### src/rtl/pipe_hazard_ctrl_if.sv
// Datapath <-> hazard controller bundle: ID operand/destination info and EX/MEM
// status in; stall, flush, bubble, freeze and forward-select controls out.
interface pipe_hazard_ctrl_if #(
    parameter int REG_AW = 5,
    parameter int FWD_W  = 2
);
    // id_valid qualifies every id_* field in the same cycle (a low id_valid means
    // ID holds a bubble). dmem_wait is the data memory's not-ready: while it is
    // high nothing may advance, so every pipeline register holds its contents.
    logic              id_valid;
    logic [REG_AW-1:0] id_rs1;
    logic [REG_AW-1:0] id_rs2;
    logic              id_use_rs1;
    logic              id_use_rs2;
    logic [REG_AW-1:0] id_rd;
    logic              id_write_back;
    logic              id_is_load;
    logic              id_is_ecall;
    logic              ex_brn_tkn;
    logic              dmem_wait;

    logic              pc_stall;
    logic              ifid_stall;
    logic              ifid_flush;
    logic              idex_bubble;
    logic              pipe_freeze;
    logic              pc_redirect;
    logic [FWD_W-1:0]  fwd_a;
    logic [FWD_W-1:0]  fwd_b;
    logic              halted;

    // Debug view: FSM state (0 RUN, 1 DRAIN, 2 HALT) and the shadow trackers,
    // each packed as {valid, rd, wb, load, ecall}.
    logic [1:0]        fsm_state;
    logic [REG_AW+3:0] ex_trk;
    logic [REG_AW+3:0] mem_trk;
    logic [REG_AW+3:0] wb_trk;

    modport master (
        output id_valid, id_rs1, id_rs2, id_use_rs1, id_use_rs2, id_rd,
               id_write_back, id_is_load, id_is_ecall, ex_brn_tkn, dmem_wait,
        input  pc_stall, ifid_stall, ifid_flush, idex_bubble, pipe_freeze,
               pc_redirect, fwd_a, fwd_b, halted, fsm_state, ex_trk, mem_trk, wb_trk
    );

    modport slave (
        input  id_valid, id_rs1, id_rs2, id_use_rs1, id_use_rs2, id_rd,
               id_write_back, id_is_load, id_is_ecall, ex_brn_tkn, dmem_wait,
        output pc_stall, ifid_stall, ifid_flush, idex_bubble, pipe_freeze,
               pc_redirect, fwd_a, fwd_b, halted, fsm_state, ex_trk, mem_trk, wb_trk
    );
endinterface

### src/rtl/pipe_hazard_ctrl.sv
// Five-stage pipeline sequencing controller: load-use stall, branch flush,
// operand forwarding, data-memory freeze and the ecall drain/halt sequence.
module pipe_hazard_ctrl #(
    parameter int REG_AW = 5,
    parameter int FWD_W  = 2
) (
    input logic               clock,
    input logic               reset_n,
    pipe_hazard_ctrl_if.slave bus
);
    typedef enum logic [1:0] {RUN = 2'd0, DRAIN = 2'd1, HALT = 2'd2} state_t;

    typedef struct packed {
        logic              valid;
        logic [REG_AW-1:0] rd;
        logic              wb;
        logic              load;
        logic              ecall;
    } trk_t;

    state_t state_q, state_d;
    trk_t   ex_q, mem_q, wb_q, id_trk;
    logic   ex_live, mem_live, wb_live, load_use, branch;
    logic   pc_stall, ifid_stall, ifid_flush, idex_bubble, pipe_freeze, pc_redirect, halted;
    logic [FWD_W-1:0] fwd_a, fwd_b;

    assign id_trk = {bus.id_valid, bus.id_rd, bus.id_write_back, bus.id_is_load, bus.id_is_ecall};

    // x0 writers are never live: they can neither cause a hazard nor be forwarded.
    assign ex_live  = ex_q.valid  & ex_q.wb  & (ex_q.rd  != '0);
    assign mem_live = mem_q.valid & mem_q.wb & (mem_q.rd != '0);
    assign wb_live  = wb_q.valid  & wb_q.wb  & (wb_q.rd  != '0);

    assign load_use = bus.id_valid & ex_live & ex_q.load &
                      ((bus.id_use_rs1 & (bus.id_rs1 == ex_q.rd)) |
                       (bus.id_use_rs2 & (bus.id_rs2 == ex_q.rd)));
    assign branch   = bus.ex_brn_tkn & ex_q.valid;

    function automatic logic [FWD_W-1:0] fwd_sel(
        input logic              use_rs,
        input logic [REG_AW-1:0] rs,
        input logic              ex_ok,
        input logic [REG_AW-1:0] ex_rd,
        input logic              mem_ok,
        input logic [REG_AW-1:0] mem_rd,
        input logic              wb_ok,
        input logic [REG_AW-1:0] wb_rd
    );
        if (!use_rs)                    return FWD_W'(0);
        else if (ex_ok && rs == ex_rd)  return FWD_W'(1);
        else if (mem_ok && rs == mem_rd) return FWD_W'(2);
        else if (wb_ok && rs == wb_rd)  return FWD_W'(3);
        else                            return FWD_W'(0);
    endfunction

    always_comb begin
        state_d     = state_q;
        pc_stall    = 1'b0;
        ifid_stall  = 1'b0;
        ifid_flush  = 1'b0;
        idex_bubble = 1'b0;
        pipe_freeze = 1'b0;
        pc_redirect = 1'b0;
        halted      = 1'b0;
        fwd_a       = '0;
        fwd_b       = '0;
        // Outputs are held quiet while reset is asserted, even if dmem_wait is high.
        if (reset_n) begin
            fwd_a = fwd_sel(bus.id_use_rs1, bus.id_rs1, ex_live & ~ex_q.load, ex_q.rd,
                            mem_live, mem_q.rd, wb_live, wb_q.rd);
            fwd_b = fwd_sel(bus.id_use_rs2, bus.id_rs2, ex_live & ~ex_q.load, ex_q.rd,
                            mem_live, mem_q.rd, wb_live, wb_q.rd);
            case (state_q)
                HALT: begin
                    halted      = 1'b1;
                    pipe_freeze = 1'b1;
                    pc_stall    = 1'b1;
                    ifid_stall  = 1'b1;
                end
                DRAIN: begin
                    pc_stall   = 1'b1;
                    ifid_stall = 1'b1;
                    if (bus.dmem_wait) begin
                        pipe_freeze = 1'b1;
                    end else begin
                        idex_bubble = 1'b1;
                        if (wb_q.ecall) state_d = HALT;
                    end
                end
                default: begin
                    if (bus.dmem_wait) begin
                        pipe_freeze = 1'b1;
                        pc_stall    = 1'b1;
                        ifid_stall  = 1'b1;
                    end else if (branch) begin
                        pc_redirect = 1'b1;
                        ifid_flush  = 1'b1;
                        idex_bubble = 1'b1;
                    end else begin
                        if (load_use) begin
                            pc_stall    = 1'b1;
                            ifid_stall  = 1'b1;
                            idex_bubble = 1'b1;
                        end
                        // The ecall must actually enter EX, so a stalled ecall waits.
                        if (bus.id_valid && bus.id_is_ecall && !load_use) state_d = DRAIN;
                    end
                end
            endcase
        end
    end

    always_ff @(posedge clock or negedge reset_n) begin
        if (!reset_n) state_q <= RUN;
        else          state_q <= state_d;
    end

    always_ff @(posedge clock or negedge reset_n) begin
        if (!reset_n) begin
            ex_q  <= '0;
            mem_q <= '0;
            wb_q  <= '0;
        end else if (!pipe_freeze) begin
            wb_q  <= mem_q;
            mem_q <= ex_q;
            ex_q  <= (bus.id_valid && !idex_bubble) ? id_trk : '0;
        end
    end

    assign bus.pc_stall    = pc_stall;
    assign bus.ifid_stall  = ifid_stall;
    assign bus.ifid_flush  = ifid_flush;
    assign bus.idex_bubble = idex_bubble;
    assign bus.pipe_freeze = pipe_freeze;
    assign bus.pc_redirect = pc_redirect;
    assign bus.fwd_a       = fwd_a;
    assign bus.fwd_b       = fwd_b;
    assign bus.halted      = halted;
    assign bus.fsm_state   = state_q;
    assign bus.ex_trk      = ex_q;
    assign bus.mem_trk     = mem_q;
    assign bus.wb_trk      = wb_q;
endmodule

### src/flat_wrapper.sv
// flat-port wrapper written by rule: the top's interface ports become plain ports
module pipe_hazard_ctrl_flat 
#(
    parameter int REG_AW = 5,
    parameter int FWD_W  = 2
)
  (clock, reset_n, bus_id_valid, bus_id_rs1, bus_id_rs2, bus_id_use_rs1, bus_id_use_rs2, bus_id_rd, bus_id_write_back, bus_id_is_load, bus_id_is_ecall, bus_ex_brn_tkn, bus_dmem_wait, bus_pc_stall, bus_ifid_stall, bus_ifid_flush, bus_idex_bubble, bus_pipe_freeze, bus_pc_redirect, bus_fwd_a, bus_fwd_b, bus_halted, bus_fsm_state, bus_ex_trk, bus_mem_trk, bus_wb_trk);
  pipe_hazard_ctrl_if #(.REG_AW(REG_AW), .FWD_W(FWD_W)) bus_i ();
  input logic clock;
  input logic reset_n;
  input wire logic [$bits(bus_i.id_valid)-1:0] bus_id_valid;
  input wire logic [$bits(bus_i.id_rs1)-1:0] bus_id_rs1;
  input wire logic [$bits(bus_i.id_rs2)-1:0] bus_id_rs2;
  input wire logic [$bits(bus_i.id_use_rs1)-1:0] bus_id_use_rs1;
  input wire logic [$bits(bus_i.id_use_rs2)-1:0] bus_id_use_rs2;
  input wire logic [$bits(bus_i.id_rd)-1:0] bus_id_rd;
  input wire logic [$bits(bus_i.id_write_back)-1:0] bus_id_write_back;
  input wire logic [$bits(bus_i.id_is_load)-1:0] bus_id_is_load;
  input wire logic [$bits(bus_i.id_is_ecall)-1:0] bus_id_is_ecall;
  input wire logic [$bits(bus_i.ex_brn_tkn)-1:0] bus_ex_brn_tkn;
  input wire logic [$bits(bus_i.dmem_wait)-1:0] bus_dmem_wait;
  output wire logic [$bits(bus_i.pc_stall)-1:0] bus_pc_stall;
  output wire logic [$bits(bus_i.ifid_stall)-1:0] bus_ifid_stall;
  output wire logic [$bits(bus_i.ifid_flush)-1:0] bus_ifid_flush;
  output wire logic [$bits(bus_i.idex_bubble)-1:0] bus_idex_bubble;
  output wire logic [$bits(bus_i.pipe_freeze)-1:0] bus_pipe_freeze;
  output wire logic [$bits(bus_i.pc_redirect)-1:0] bus_pc_redirect;
  output wire logic [$bits(bus_i.fwd_a)-1:0] bus_fwd_a;
  output wire logic [$bits(bus_i.fwd_b)-1:0] bus_fwd_b;
  output wire logic [$bits(bus_i.halted)-1:0] bus_halted;
  output wire logic [$bits(bus_i.fsm_state)-1:0] bus_fsm_state;
  output wire logic [$bits(bus_i.ex_trk)-1:0] bus_ex_trk;
  output wire logic [$bits(bus_i.mem_trk)-1:0] bus_mem_trk;
  output wire logic [$bits(bus_i.wb_trk)-1:0] bus_wb_trk;
  assign bus_i.id_valid = bus_id_valid;
  assign bus_i.id_rs1 = bus_id_rs1;
  assign bus_i.id_rs2 = bus_id_rs2;
  assign bus_i.id_use_rs1 = bus_id_use_rs1;
  assign bus_i.id_use_rs2 = bus_id_use_rs2;
  assign bus_i.id_rd = bus_id_rd;
  assign bus_i.id_write_back = bus_id_write_back;
  assign bus_i.id_is_load = bus_id_is_load;
  assign bus_i.id_is_ecall = bus_id_is_ecall;
  assign bus_i.ex_brn_tkn = bus_ex_brn_tkn;
  assign bus_i.dmem_wait = bus_dmem_wait;
  assign bus_pc_stall = bus_i.pc_stall;
  assign bus_ifid_stall = bus_i.ifid_stall;
  assign bus_ifid_flush = bus_i.ifid_flush;
  assign bus_idex_bubble = bus_i.idex_bubble;
  assign bus_pipe_freeze = bus_i.pipe_freeze;
  assign bus_pc_redirect = bus_i.pc_redirect;
  assign bus_fwd_a = bus_i.fwd_a;
  assign bus_fwd_b = bus_i.fwd_b;
  assign bus_halted = bus_i.halted;
  assign bus_fsm_state = bus_i.fsm_state;
  assign bus_ex_trk = bus_i.ex_trk;
  assign bus_mem_trk = bus_i.mem_trk;
  assign bus_wb_trk = bus_i.wb_trk;
  pipe_hazard_ctrl #(.REG_AW(REG_AW), .FWD_W(FWD_W)) u_core (.clock(clock), .reset_n(reset_n), .bus(bus_i));
endmodule
### config.mk
export PLATFORM = sky130hd
export DESIGN_NAME = pipe_hazard_ctrl_flat
export DESIGN_NICKNAME = d
export VERILOG_FILES = /design/src/rtl/pipe_hazard_ctrl_if.sv /design/src/rtl/pipe_hazard_ctrl.sv /design/src/flat_wrapper.sv
export SDC_FILE = /design/constraint.sdc
export NUM_CORES = 1
export LEC_CHECK = 0
export CAP_MARGIN = 20
export CORE_MARGIN = 1.5
export CORE_UTILIZATION = 42
export CTS_BUF_LIST = sky130_fd_sc_hd__clkbuf_4 sky130_fd_sc_hd__clkbuf_8
export DETAILED_ROUTE_END_ITERATION = 12
export PLACE_DENSITY_LB_ADDON = 0.08
export REMOVE_ABC_BUFFERS = 1
export SLEW_MARGIN = 20
export SYNTH_ARGS = -nofsm -noshare
export SYNTH_HDL_FRONTEND = slang
export SYNTH_SLANG_ARGS = --single-unit
### constraint.sdc
create_clock -name clock -period 1.6 [get_ports clock]
set_clock_uncertainty 0.2 [all_clocks]
set_input_delay 0.24 -clock clock [delete_from_list [all_inputs] [get_ports clock]]
set_output_delay 0.24 -clock clock [all_outputs]
set_load 0.05 [all_outputs]
==> run summary, run 1 <==
CTS sink cnt = 29
Placed cell area = 3270 um^2
Chip Width = 68.0 um
Buffers on Ports = 64
Register bit count reported by yosys = 29
# IOs = 65
Chip height = 68.0 um
TritonCTS Buffers = 5
Worst End Pin Type = top-level output
Yosys warning total = 0
Synth cell types = 36
HPWL after DPL = 4.62 mm
Sequential-to-total area share from yosys stat = 40.9%
First error = [ERROR DPL-0038] Utilization greater than 100%, impossible to legalize
Primary FF master, synth = dfrtp_1
Syn Area/Cell = 8.02 um^2
Halt Stage = global routing
Clock buffer depth = 2
Root Driver = clkbuf_8
Synth Cell Area = 1770 um^2
Async set-reset flop share out of synthesis = 100%
Largest net degree at the start of global routing = 24
Post-synth EDFFs = 0
Status = did not finish
Row cnt = 23
Gate Count Post-Synth = 221
Initial Utilization = 44.0%
H-tree depth = 2
Worst_ep grt = bus_fwd_b[1]
Gpl congestion = 0.938
-- timing repair --
action,4_1_cts
gates cloned,4
endpoints found under the hold margin,6
resized for setup,84
hold buffers,1
pin swaps,38
setup buffers,11
setup endpoints to repair,38
-- cell families after synthesis --
| logic type | after synthesis | synth area share, % |
|---|---|---|
| xor+xnor | 30 | 14.8 |
| compound gates | 23 | 8.96 |
| simple gates | 126 | 31.1 |
| flops | 29 | 40.9 |
| buf+inv | 11 | 2.82 |
| fa+ha+maj | 2 | 1.41 |
-- cells in the mapped netlist (4+ instances only) --
| cell | instances | area, um^2 |
|---|---|---|
| nor2_1 | 8 | 30.0 |
| o21ai_1 | 8 | 40.0 |
| and2_1 | 4 | 25.0 |
| xor2_1 | 10 | 87.6 |
| xnor2_1 | 20 | 175 |
| nor3_1 | 6 | 30.0 |
| dfrtp_1 | 29 | 726 |
| nand3_1 | 7 | 35.0 |
| buf_1 | 4 | 15.0 |
| nand2_1 | 85 | 319 |
-- stage by stage --
step	TNS (ps)	utilization [%]	std cells	setup WS, ps
after CTS	-7090	94.7	400	-732
after detailed placement	-17640	81.1	383	-839
after global placement	-16710	81.1	383	-803
after floorplan	-45350	-	214	-2370
==> inputs of run 2 (changes only) <==
--- a/config.mk
+++ b/config.mk
@@ -7,10 +7,9 @@
 export LEC_CHECK = 0
 export CAP_MARGIN = 20
 export CORE_MARGIN = 1.5
-export CORE_UTILIZATION = 42
-export CTS_BUF_LIST = sky130_fd_sc_hd__clkbuf_4 sky130_fd_sc_hd__clkbuf_8
+export CORE_UTILIZATION = 39
 export DETAILED_ROUTE_END_ITERATION = 12
-export PLACE_DENSITY_LB_ADDON = 0.08
+export PLACE_DENSITY_LB_ADDON = 0.15
 export REMOVE_ABC_BUFFERS = 1
 export SLEW_MARGIN = 20
 export SYNTH_ARGS = -nofsm -noshare
==> constraint.sdc (replaced) <==
create_clock -name clock -period 2.1 [get_ports clock]
set_clock_uncertainty 0.2 [all_clocks]
set_input_delay 0.315 -clock clock [delete_from_list [all_inputs] [get_ports clock]]
set_output_delay 0.315 -clock clock [all_outputs]
set_load 0.05 [all_outputs]
==> run summary, run 2 <==
Top-count cell post-synth = nand2_1 (unchanged)
Register bit count reported by yosys = 29 (unchanged)
Chip height = 70.4 um (was 68.0 um)
Synth cell types = 36 (unchanged)
Type of origin of the critical path = flip-flop
Bufs and invs on worst path = 1
Ratio of final minimum period to clock period = 115%
Most frequent cells in the layout = nand2_1 (84), buf_4 (60), dfrtp_1 (24)
Number of vias per cell = 5.01
DR DRC count = 0
Clk_lat worst skew = 290 ps
Flop2flop setup slack = 230 ps
Max-Cap Viols = 0
Starting DRC count in detailed routing = 117
Root Driver = clkbuf_8 (unchanged)
Leakage = 1.49 nW
CP Cell Sequence = nor3_2 -> a211o_1 -> or3_4 -> a21oi_4 -> buf_12
NumNets Final = 355
Worst Setup End Kind = output pin
Max FO, Critical Path = 5
Filler cell count = 328
Routed wire length = 5.89 mm
Fin Setup TNS = -1770 ps
Primary FF master, synth = dfrtp_1 (unchanged)
Avg WL per Cell = 15.5 um
RSZ-0062 raised after global routing = yes
WP data arrival = 1900 ps
Reg-to-Reg End = u_core.bus.ex_trk[1]$_DFFE_PN0N_
Delay of the slowest cell on the worst path = 510 ps
Slew Limit Fails = 0
Buffers on Ports = 64 (unchanged)
Vias in the first global route = 1926
Post-synth EDFFs = 0 (unchanged)
CTS tree = yes
Chip Width = 70.4 um (was 68.0 um)
Pre-Repair DR Iteration Count = 5
Antenna fix cells = 0
Crit-path leading delay family = compound AO/OA/AOI/OAI gates
Row cnt = 24 (was 23)
First-pass GRT wire length = 9.52 mm
P per Cell Area = 1060 nW/um^2
Crit Path Class = reg -> out
TritonCTS Buffers = 5 (unchanged)
Hold Vio Cnt, Final = 0
CTS sink cnt = 29 (unchanged)
Placed cell area = 2800 um^2 (was 3270 um^2)
Gate Count Post-Synth = 221 (unchanged)
Layout cell share with drive strength beyond 1 = 40.1%
Post-route setup slack = -314 ps
Initial Utilization = 40.7% (was 44.0%)
Cells on worst reg2reg path = 7
Via count = 1909
Synth area leaders = dfrtp_1 (41%), nand2_1 (18%), xnor2_1 (9.9%) (unchanged)
Worst-path clk slew = 70 ps
Reg-to-reg startpoint = u_core.bus.ex_trk[6]$_DFFE_PN0N_
Remaining global-route overflow = 0
Gpl congestion = 0.886 (was 0.938)
DRT antenna net count = 0
HPWL after DPL = 4.22 mm (was 4.62 mm)
Async set-reset flop share out of synthesis = 100% (unchanged)
Failing checks = setup timing
Sequential-to-total area share from yosys stat = 40.9% (unchanged)
Placeable Area = 4350 um^2
Synth top cells by count = nand2_1 (85), dfrtp_1 (29), xnor2_1 (20) (unchanged)
Measured slew at the worst slew-check pin = 515 ps
Status = complete, but fails checks (was did not finish)
Worst Path Required = 1580 ps
P&R area growth vs syn = 80.2%
Worst path slowest cell = dfrtp_2
Clock buffer depth = 2 (unchanged)
Hold Worst Slack = 21.2 ps
Die footprint = 4960 um^2
Leading cell type in the layout, fill and taps excluded = nand2_1
# IOs = 65 (unchanged)
H-tree depth = 2 (unchanged)
Final Setup Violations = 7
Syn Area/Cell = 8.02 um^2 (unchanged)
Yosys top cell area share = 40.9% (unchanged)
Hold WC Path Type = in -> async
Initial antenna violation count = 0
Slew margin rel. = 65.6%
Synth Cell Area = 1770 um^2 (unchanged)
Peak supply drop = 0.634 mV
GRT Overall Usage = 25.2%
Post-route cell area = 3190 um^2
Max Fclk = 414 MHz
Largest net degree at the start of global routing = 27
Crit path time final = 2410 ps
Synth area leader = dfrtp_1 (unchanged)
Yosys warning total = 0 (unchanged)
## run 2: cell counts after synthesis
Identical to the previous run, type by type.
## run 2: where the power goes
group	switching [mW]	leakage (nW)	internal [mW]	total [mW]
clock	0.231	0.0512	0.265	0.496
combinational	1.19	1.07	0.830	2.02
sequential	0.163	0.367	0.699	0.862
## run 2: how the worst max path moves through the flow
stage,from,to,slack (ps),depth (start not counted)
after global routing,u_core.bus.wb_trk[6]$_DFFE_PN0N_,bus_fwd_a[1],-400,7
after floorplan,u_core.bus.ex_trk[3]$_DFFE_PN0N_,bus_ifid_stall,-1940,5
after global placement,bus_id_rs1[3],bus_ifid_stall,-500,8
final,u_core.bus.ex_trk[6]$_DFFE_PN0N_,bus_fwd_b[0],-310,5
after CTS,u_core.bus.ex_trk[6]$_DFFE_PN0N_,bus_fwd_b[0],-270,5
after detailed placement,bus_id_rs1[3],bus_pc_stall,-480,8
## run 2: layout make-up
type | instances | area, um^2 | share of cell area, %
clock buffer | 6 | 82.6 | 2.59
clock inverter | 2 | 13.8 | 0.431
inverter | 4 | 15.0 | 0.470
multi-input combinational | 181 | 1260 | 39.5
sequential | 29 | 732 | 22.9
tap | 52 | 65.1 | 2.04
timing repair buffer | 107 | 1020 | 32.1
## run 2: kinds of logic (layout without fill, tap and decap cells)
| group | Yosys count | count (layout) | share of synthesized area, % |
|---|---|---|---|
| buffers and inverters | 11 | 119 | 2.82 |
| adder cells (fa/ha/maj) | 2 | 2 | 1.41 |
| AND/OR/NAND/NOR | 126 | 126 | 31.1 |
| XOR/XNOR | 30 | 30 | 14.8 |
| AO/OA/AOI/OAI | 23 | 23 | 8.96 |
| flip-flops | 29 | 29 | 40.9 |
## run 2: per-stage QoR
| step | cells | utilization [%] | setup WS [ps] | total power, mW |
|---|---|---|---|---|
| detailed placement | 369 | 64.2 | -479 | 2.66 |
| CTS | 380 | 71.2 | -274 | 3.32 |
| global placement | 369 | 64.2 | -499 | 2.64 |
| global route | 381 | 73.4 | -400 | 3.54 |
| floorplan | 214 | - | -1940 | 1.88 |
| finish | 381 | 73.4 | -314 | 3.38 |
## run 2: what timing repair did
action                     4_1_cts  5_1_grt
hold buffers                     1        0
hold endpoints to repair         9        0
cloned                           0        0
gates resized for setup         52       15
pin swaps                       14       13
setup endpoints to repair       10        8
buffers inserted                 4        1
## run 2: metal layers
metal,global-route usage (%),vias up,part of all wire [%]
li1,-,936,-
met1,31.3,902,43
met2,41.8,61,50
met3,6.93,10,5.6
met4,8.97,0,1.7
met5,0,-,0
No activity file was read; power rests on OpenSTA's default activity.
==> inputs of run 3 (changes only) <==
--- a/config.mk
+++ b/config.mk
@@ -9,7 +9,9 @@
 export CORE_MARGIN = 1.5
 export CORE_UTILIZATION = 39
 export DETAILED_ROUTE_END_ITERATION = 12
+export GPL_ROUTABILITY_DRIVEN = 0
 export PLACE_DENSITY_LB_ADDON = 0.15
+export RECOVER_POWER = 100
 export REMOVE_ABC_BUFFERS = 1
 export SLEW_MARGIN = 20
 export SYNTH_ARGS = -nofsm -noshare
==> run summary, run 3 (synthesized netlist as in run 2, its figures left out) <==
CTS sink cnt = 29 (unchanged)
Layout cell share with drive strength beyond 1 = 34.9% (was 40.1%)
Leading cell type in the layout, fill and taps excluded = nand2_1 (unchanged)
Leakage = 1.46 nW (was 1.49 nW)
First-pass GRT wire length = 9.29 mm (was 9.52 mm)
Routed wire length = 6.23 mm (was 5.89 mm)
Hold WC Path Type = reg -> reg (was in -> async)
Worst-path clk slew = 70 ps (about the same)
Reg-to-Reg End = u_core.bus.ex_trk[7]$_DFFE_PN0N_ (was u_core.bus.ex_trk[1]$_DFFE_PN0N_)
Worst Setup End Kind = output pin (unchanged)
Number of vias per cell = 5.16 (was 5.01)
Final Setup Violations = 10 (was 7)
Pre-Repair DR Iteration Count = 4 (was 5)
Slew margin rel. = 30.6% (was 65.6%)
Measured slew at the worst slew-check pin = 1040 ps (was 515 ps)
Chip height = 70.4 um (unchanged)
Clock buffer depth = 2 (unchanged)
Ratio of final minimum period to clock period = 120% (was 115%)
Type of origin of the critical path = flip-flop (unchanged)
Buffers on Ports = 64 (unchanged)
GRT Overall Usage = 24.0% (was 25.2%)
Largest net degree at the start of global routing = 20 (was 27)
Filler cell count = 326 (was 328)
Crit path time final = 2520 ps (was 2410 ps)
WP data arrival = 2000 ps (was 1900 ps)
DRT antenna net count = 0 (unchanged)
Cells on worst reg2reg path = 7 (unchanged)
Remaining global-route overflow = 0 (unchanged)
Avg WL per Cell = 16.1 um (was 15.5 um)
Hold Worst Slack = 273 ps (was 21.2 ps)
Starting DRC count in detailed routing = 146 (was 117)
Status = complete, but fails checks (unchanged)
Failing checks = setup timing (unchanged)
Crit Path Class = reg -> out (unchanged)
Worst setup path startpoint = u_core.bus.ex_trk[3]$_DFFE_PN0N_ (was u_core.bus.ex_trk[6]$_DFFE_PN0N_)
Die footprint = 4960 um^2 (unchanged)
Hold Vio Cnt, Final = 0 (unchanged)
Max FO, Critical Path = 5 (unchanged)
DR DRC count = 0 (unchanged)
H-tree depth = 2 (unchanged)
CTS tree = yes (unchanged)
Placeable Area = 4350 um^2 (unchanged)
TritonCTS Buffers = 5 (unchanged)
Final core utilization = 72.1% (was 73.4%)
Register area = 729 um^2 (was 732 um^2)
RSZ-0062 raised after global routing = yes (unchanged)
Max Fclk = 398 MHz (was 414 MHz)
End of the critical path = bus_fwd_b[0] (unchanged)
Most frequent cells in the layout = nand2_1 (84), buf_4 (49), dfrtp_1 (26) (was nand2_1 (84), buf_4 (60), dfrtp_1 (24))
Chip Width = 70.4 um (unchanged)
Initial antenna violation count = 0 (unchanged)
Post-route setup slack = -415 ps (was -314 ps)
P&R area growth vs syn = 77.1% (was 80.2%)
P per Cell Area = 1060 nW/um^2 (about the same)
Worst Path Required = 1580 ps (about the same)
Row cnt = 24 (unchanged)
Via count = 1997 (was 1909)
NumNets Final = 361 (was 355)
Multi-input gate area = 1230 um^2 (was 1260 um^2)
Max-Cap Viols = 0 (unchanged)
Flop2flop setup slack = 90 ps (was 230 ps)
Clk_lat worst skew = 290 ps (about the same)
Antenna fix cells = 0 (unchanged)
HPWL after DPL = 4.08 mm (was 4.22 mm)
Peak supply drop = 0.606 mV (was 0.634 mV)
Worst slack, placed = -461 ps (was -479 ps)
Non-filler cells, final = 387 (was 381)
Vias in the first global route = 1934 (was 1926)
Reg-to-reg startpoint = u_core.bus.fsm_state[0]$_DFFE_PN0P_ (was u_core.bus.ex_trk[6]$_DFFE_PN0N_)
Root Driver = clkbuf_8 (unchanged)
Slew Limit Fails = 0 (unchanged)
Initial Utilization = 40.7% (unchanged)
Placed instance count = 369 (unchanged)
# IOs = 65 (unchanged)
run 3: cell count changes in the layout (fill, tap and decap cells not counted), moves of 3 or more:
cell and delta:
clkbuf_1 +16, clkdlybuf4s50_1 -3, dlygate4sd3_1 +3, buf_4 -11, xnor2_1 +4, xnor2_2 -4
run 3: repair_timing:
| action | 4_1_cts | 5_1_grt |
|---|---|---|
| hold buffers | 1 | 0 |
| hold endpoints to repair | 10 | 0 |
| pin swaps | 19 | 11 |
| gates cloned | 0 | 0 |
| setup endpoints to repair | 10 | 8 |
| resized for setup | 38 | 29 |
| setup buffers | 5 | 5 |
run 3: layout make-up:
type,count,share of cell area [%]
flip-flops and latches,29,23.2
inverters,4,0.478
clock inverters,2,0.438
well taps,52,2.07
multi-input cells,181,39.3
clock buffers,6,2.63
repair buffers,113,31.8
run 3: how the worst min path moves through the flow:
stage	startpoint	slack [ps]	to	depth (start not counted)
floorplan	reset_n	-180	u_core.bus.ex_trk[0]$_DFFE_PN0N_	0
global placement	u_core.bus.wb_trk[1]$_DFFE_PN0N_	260	u_core.bus.wb_trk[1]$_DFFE_PN0N_	2
detailed placement	u_core.bus.wb_trk[1]$_DFFE_PN0N_	260	u_core.bus.wb_trk[1]$_DFFE_PN0N_	2
CTS	reset_n	10	u_core.bus.mem_trk[3]$_DFFE_PN0N_	2
global route	u_core.bus.wb_trk[1]$_DFFE_PN0N_	330	u_core.bus.wb_trk[1]$_DFFE_PN0N_	2
finish	u_core.bus.wb_trk[1]$_DFFE_PN0N_	270	u_core.bus.wb_trk[1]$_DFFE_PN0N_	2
run 3: critical path, stage by stage (launching register included):
cell and delay, ps:
dfrtp_1 550, nor2_2 100, a211o_1 330, or3_4 400
a21oi_4 170, buf_12 150
run 3: where the power goes:
part	internal [mW]	total, mW	switching [mW]
clock	0.265	0.495	0.230
combinational	0.758	1.95	1.19
sequential	0.697	0.867	0.169
total	1.72	3.31	1.59
run 3: per-stage QoR:
| step | power [mW] | setup TNS [ps] | cell area, um^2 |
|---|---|---|---|
| 2_1_floorplan | 1.88 | -26780 | 1740 |
| 3_3_place_gp | 2.64 | -3340 | 2800 |
| 3_5_place_dp | 2.66 | -3460 | 2800 |
| 4_1_cts | 3.28 | -1690 | 3030 |
| 5_1_grt | 3.47 | -3470 | 3140 |
| 6_report | 3.31 | -2450 | 3140 |
run 3: layer usage:
layer / track usage [%] / part of all wire, %
met5: 0 / 0
met4: 9.83 / 3.2
met3: 5.63 / 4.9
met2: 39.3 / 50
met1: 30.3 / 42
